`config.mk`:
```
export PLATFORM = sky130hd
export DESIGN_NAME = serv_mtimer
export DESIGN_NICKNAME = d
export VERILOG_FILES = /design/src/rtl/serv_mtimer_pkg.sv /design/src/rtl/serv_mtimer_bytewr.sv /design/src/rtl/serv_mtimer.sv
export SDC_FILE = /design/constraint.sdc
export NUM_CORES = 1
export LEC_CHECK = 0
export ABC_AREA = 1
export CORE_MARGIN = 1.5
export CORE_UTILIZATION = 45
export DETAILED_ROUTE_END_ITERATION = 8
export HOLD_SLACK_MARGIN = 0.15
export PLACE_DENSITY = 0.66
export SYNTH_ARGS = -nofsm -noshare
export SYNTH_HDL_FRONTEND = slang
export SYNTH_SLANG_ARGS = --single-unit
```
`constraint.sdc`:
```
create_clock -name i_clk -period 2 [get_ports i_clk]
set_clock_uncertainty 0.15 [all_clocks]
set_input_delay 0.6 -clock i_clk [delete_from_list [all_inputs] [get_ports i_clk]]
set_output_delay 0.6 -clock i_clk [all_outputs]
set_load 0.01 [all_outputs]
```
`src/rtl/serv_mtimer_pkg.sv`:
```
// Shared definitions for the machine timer: the word offsets of the four
// bus-visible 32-bit registers.
package serv_mtimer_pkg;

    localparam logic [1:0] MTIME_LO    = 2'd0;
    localparam logic [1:0] MTIME_HI    = 2'd1;
    localparam logic [1:0] MTIMECMP_LO = 2'd2;
    localparam logic [1:0] MTIMECMP_HI = 2'd3;

endpackage

```
`src/rtl/serv_mtimer_bytewr.sv`:
```
// Byte-enable merge for one 32-bit word. A selected byte takes the new value
// and an unselected byte keeps the old value.
module serv_mtimer_bytewr (
    input  logic [31:0] i_old,
    input  logic [31:0] i_new,
    input  logic [3:0]  i_sel,
    output logic [31:0] o_merged
);

    always_comb begin
        o_merged = i_old;
        for (int b = 0; b < 4; b++) begin
            if (i_sel[b]) begin
                o_merged[8*b +: 8] = i_new[8*b +: 8];
            end
        end
    end

endmodule

```
`src/rtl/serv_mtimer.sv`:
```
// Memory-mapped RISC-V machine timer: prescaled 64-bit mtime, mtimecmp, a
// registered timer interrupt, and a single-cycle-ack 32-bit bus port.
module serv_mtimer
    import serv_mtimer_pkg::*;
#(
    parameter int unsigned PRESCALE  = 1,
    parameter logic [63:0] RESET_CMP = 64'hFFFF_FFFF_FFFF_FFFF
) (
    input  logic        i_clk,
    input  logic        i_rst_n,
    input  logic [1:0]  i_wb_adr,
    input  logic [31:0] i_wb_dat,
    input  logic [3:0]  i_wb_sel,
    input  logic        i_wb_we,
    input  logic        i_wb_cyc,
    output logic [31:0] o_wb_rdt,
    output logic        o_wb_ack,
    output logic        o_timer_irq
);

    localparam logic [15:0] PRESC_LAST = 16'(PRESCALE - 1);

    logic [63:0] mtime_q, mtime_d;
    logic [63:0] mtimecmp_q, mtimecmp_d;
    logic [15:0] presc_q, presc_d;
    logic [31:0] shadow_q, shadow_d;
    logic [31:0] rdt_q, rdt_d;
    logic        ack_q, ack_d;
    logic        irq_q, irq_d;

    logic        access;
    logic        wr;
    logic        rd;
    logic        tick;

    logic [31:0] mrg_mtime_lo;
    logic [31:0] mrg_mtime_hi;
    logic [31:0] mrg_cmp_lo;
    logic [31:0] mrg_cmp_hi;

    serv_mtimer_bytewr u_mtime_lo (
        .i_old    (mtime_q[31:0]),
        .i_new    (i_wb_dat),
        .i_sel    (i_wb_sel),
        .o_merged (mrg_mtime_lo)
    );

    serv_mtimer_bytewr u_mtime_hi (
        .i_old    (mtime_q[63:32]),
        .i_new    (i_wb_dat),
        .i_sel    (i_wb_sel),
        .o_merged (mrg_mtime_hi)
    );

    serv_mtimer_bytewr u_cmp_lo (
        .i_old    (mtimecmp_q[31:0]),
        .i_new    (i_wb_dat),
        .i_sel    (i_wb_sel),
        .o_merged (mrg_cmp_lo)
    );

    serv_mtimer_bytewr u_cmp_hi (
        .i_old    (mtimecmp_q[63:32]),
        .i_new    (i_wb_dat),
        .i_sel    (i_wb_sel),
        .o_merged (mrg_cmp_hi)
    );

    // A cycle is accepted only when no ack is outstanding, so a held request
    // is acknowledged at most every other cycle.
    always_comb begin
        access = i_wb_cyc & ~ack_q;
        wr     = access & i_wb_we;
        rd     = access & ~i_wb_we;
        tick   = (presc_q == PRESC_LAST);

        ack_d      = access;
        presc_d    = tick ? 16'd0 : presc_q + 16'd1;
        mtime_d    = tick ? mtime_q + 64'd1 : mtime_q;
        mtimecmp_d = mtimecmp_q;
        shadow_d   = shadow_q;
        rdt_d      = 32'd0;
        irq_d      = (mtime_q >= mtimecmp_q);

        // A bus write to mtime replaces the pending increment entirely.
        if (wr) begin
            case (i_wb_adr)
                MTIME_LO: begin
                    mtime_d = {mtime_q[63:32], mrg_mtime_lo};
                    presc_d = 16'd0;
                end
                MTIME_HI: begin
                    mtime_d = {mrg_mtime_hi, mtime_q[31:0]};
                    presc_d = 16'd0;
                end
                MTIMECMP_LO: mtimecmp_d = {mtimecmp_q[63:32], mrg_cmp_lo};
                default:     mtimecmp_d = {mrg_cmp_hi, mtimecmp_q[31:0]};
            endcase
        end

        if (rd) begin
            case (i_wb_adr)
                MTIME_LO: begin
                    rdt_d    = mtime_q[31:0];
                    shadow_d = mtime_q[63:32];
                end
                MTIME_HI:    rdt_d = shadow_q;
                MTIMECMP_LO: rdt_d = mtimecmp_q[31:0];
                default:     rdt_d = mtimecmp_q[63:32];
            endcase
        end
    end

    always_ff @(posedge i_clk) begin
        if (!i_rst_n) begin
            mtime_q    <= 64'd0;
            mtimecmp_q <= RESET_CMP;
            presc_q    <= 16'd0;
            shadow_q   <= 32'd0;
            rdt_q      <= 32'd0;
            ack_q      <= 1'b0;
            irq_q      <= 1'b0;
        end else begin
            mtime_q    <= mtime_d;
            mtimecmp_q <= mtimecmp_d;
            presc_q    <= presc_d;
            shadow_q   <= shadow_d;
            rdt_q      <= rdt_d;
            ack_q      <= ack_d;
            irq_q      <= irq_d;
        end
    end

    assign o_wb_ack    = ack_q;
    assign o_wb_rdt    = ack_q ? rdt_q : 32'd0;
    assign o_timer_irq = irq_q;

endmodule
```
==> impl_metrics.yaml <==
detailed_routing:
  drc_errors: 0
  drtIter0Drc: 1670
  wl_per_cell_um: 22.0
  first_pass_iters: 8
  vias_per_cell: 5.85
  vias: 15600
  wirelength_mm: 58.7
  postRouteAntennaNets: 0
setup_path:
  max_stage_delay_ns: 0.35
  worst-path-max-fanout: 6
  rr_startpoint: "presc_q[0]"
  crit_end: "o_wb_rdt[19]"
  worst_path_max_delay_cell: "dfxtp_4"
  startpoint_type: "register"
  crit_type: "register to output port"
  crit_required_ns: 1.25
  reg2reg_depth: 14
  crit_chain: "buf_12 -> buf_8 -> buf_16 -> nand2_2 -> inv_1 -> buf_2"
  reg2reg_to: "mtime_q[16]"
  r2r_slack_ns: -0.23
  startpoint: "o_wb_ack"
  cp.arrival_ns: 1.52
  critPathCaptureType: "output port"
clock_network:
  cts_tree: "yes"
  cts_made_buffers: 24
  clock-sinks: 210
  cts_hold_buf: 0
  cts_root_buf: "clkbuf_16"
  clock_path_buffers: 3
  htreeDepth: 1
  clkTransAtPathRegs_ns: 0.06
  clk_latency_ns: 0.54
yosys:
  synth_nets: 1974
  synth.distinct_cells: 38
  async_flop_share_pct: 0
  syn_avg_cell_area_um2: 6.64
  synth_area_um2: 12400
  synth-seq-area-share_pct: 33.9
  synth_flop_cell: "dfxtp_1"
  synth-seq-cells: 210
  synth_edf_count: 0
  yosys_warnings: 0
  netlist_instances: 1865
floorplan:
  start_util_pct: 46.0
  die_w_um: 169
  core-area_um2: 27000
  dieArea_um2: 28500
  num_io_pins: 76
  die_y_um: 169
  fp-row-count: 60
timing:
  drv_slew: 0
  setup_slack_ns: -0.272
  hold_viol_final: 0
  setup_viol: 119
  rsz0062_at_grt: "true"
  fin_crit_ns: 2.27
  fmax_mhz: 440
  tightest_slew_ns: 0.599
  slew_headroom_pct: 60.0
  hold-worst-slack_ns: 0.307
  period_share_pct: 114
cells_and_area:
  layout.nets: 2421
  area_growth_pct: 59.7
  layout_common_cells: "335 x nand2_1, 296 x buf_4, 206 x inv_1"
  fillers: 2102
  drive_above_1_share_pct: 38.3
  fin_area_um2: 19800
  layout_commonest_cell: "nand2_1"
  antennaDiodeCount: 0
power_and_ir_drop:
  power_w: 0.0103
  leakage_nw: 9.20
  vdd_drop_max_mv: 0.648
  power-per-cell-area_nw_per_um2: 521
placed_design:
  dp_hpwl_mm: 39.0
  placed_area_um2: 16200
  place_congestion: 1.04
  portBuffers: 75
grt:
  overflow: 0
  grt_pass1_wl_mm: 81.3
  antenna_found_initial: 0
  grt_use_total_pct: 37.2
  grt_max_degree: 96
  grt_pass1_vias: 14300
outcome:
  violations: "negative setup slack"
  status: "finished with violations"
job:
  drv_cap: 0
min_path:
  min_path_type: "primary input to register"
[metal layers]
metal	vias to the layer above	part of all wire [%]	GRT usage (%)
li1	7081	-	-
met1	7345	39	48.9
met2	946	45	60.2
met3	243	9.7	4.44
met4	0	6.8	19.0
met5	-	0	0
[cell usage after synthesis (4+ instances only)]
master / count / area share [%]
a41oi_1: 8 / 0.57
dfxtp_1: 210 / 34
nor3_1: 23 / 0.93
nand2_1: 396 / 12
ha_1: 67 / 6.8
a221oi_1: 30 / 2.1
nor2_4: 10 / 0.91
nor2_2: 12 / 0.61
nor4_1: 4 / 0.20
a31oi_1: 24 / 1.2
o21ai_0: 132 / 5.3
a21oi_1: 232 / 9.4
nand4_1: 35 / 1.8
inv_1: 245 / 7.4
clkbuf_1: 39 / 1.2
nand3_1: 68 / 2.7
buf_2: 25 / 1.0
buf_1: 4 / 0.12
inv_2: 8 / 0.24
xor2_1: 24 / 1.7
nor2_1: 190 / 5.8
nand2_2: 5 / 0.25
or2_2: 11 / 0.56
buf_4: 4 / 0.24
o21ai_1: 33 / 1.3
[area by class of cell]
class | instances | area, um^2 | area share, %
Inverter | 254 | 993 | 5.02
Multi-Input combinational cell | 1329 | 8540 | 43.2
Timing Repair Buffer | 493 | 4810 | 24.3
Tap cell | 341 | 427 | 2.16
Clock inverter | 4 | 22.5 | 0.114
Sequential cell | 210 | 4260 | 21.5
Clock buffer | 37 | 731 | 3.69
[state kept, by name (all words and copies together) (netlist names)]
name	flops
mtime_q	64
mtimecmp_q	64
rdt_q	32
shadow_q	32
presc_q	16
o_timer_irq	1
o_wb_ack	1
[cell families (layout without fill, tap and decap cells)]
group	Yosys count	in the layout	share of synthesized area (%)
AOI/OAI and AO/OA	475	475	20.9
xor gates and xnor gates	26	26	1.84
adders and majority gates	67	67	6.77
buffers and inverters	326	788	10.3
DFF	210	210	33.9
and+or+nand+nor	761	761	26.3
[worst max-delay path: cells and delay by family, from the launching register on]
family / cells / cell delay, ns
DFF: 1 / 0.35
and+or+nand+nor: 1 / 0.05
buffers and inverters: 5 / 0.57
[how the worst min path moves through the flow]
| stage | end | from | slack [ns] | cells past startpoint |
|---|---|---|---|---|
| after detailed placement | rdt_q[27] | mtimecmp_q[59] | 0.31 | 2 |
| after floorplan | presc_q[0] | presc_q[0] | 0.28 | 1 |
| after global routing | o_wb_ack | i_rst_n | 0.32 | 3 |
| after CTS | o_wb_ack | i_rst_n | 0.28 | 3 |
| final | o_wb_ack | i_rst_n | 0.31 | 3 |
| after global placement | rdt_q[14] | mtimecmp_q[46] | 0.30 | 2 |
[power by group]
part           switching, W  internal (W)
clock network       0.00186       0.00249
logic              0.000886      0.000674
registers         0.0000960       0.00430
[repair_timing]
item / 4_1_cts / 5_1_grt
hold endpoints to repair: 0 / 0
gates cloned: 8 / 18
gates resized for setup: 385 / 418
endpoints found under the setup margin: 121 / 199
pin swaps: 86 / 118
setup buffers: 27 / 29
[stage by stage]
stage | util (%) | cells | setup TNS, ns | setup WS (ns)
2_1_floorplan | - | 1865 | 0 | 0.0590
3_3_place_gp | 60.1 | 2557 | -86.52 | -0.599
3_5_place_dp | 60.1 | 2557 | -91.41 | -0.617
4_1_cts | 66.9 | 2633 | -10.73 | -0.266
5_1_grt | 73.4 | 2668 | -24.30 | -0.311
6_report | 73.4 | 2668 | -14.03 | -0.272
(Power assumes the default switching activity.)
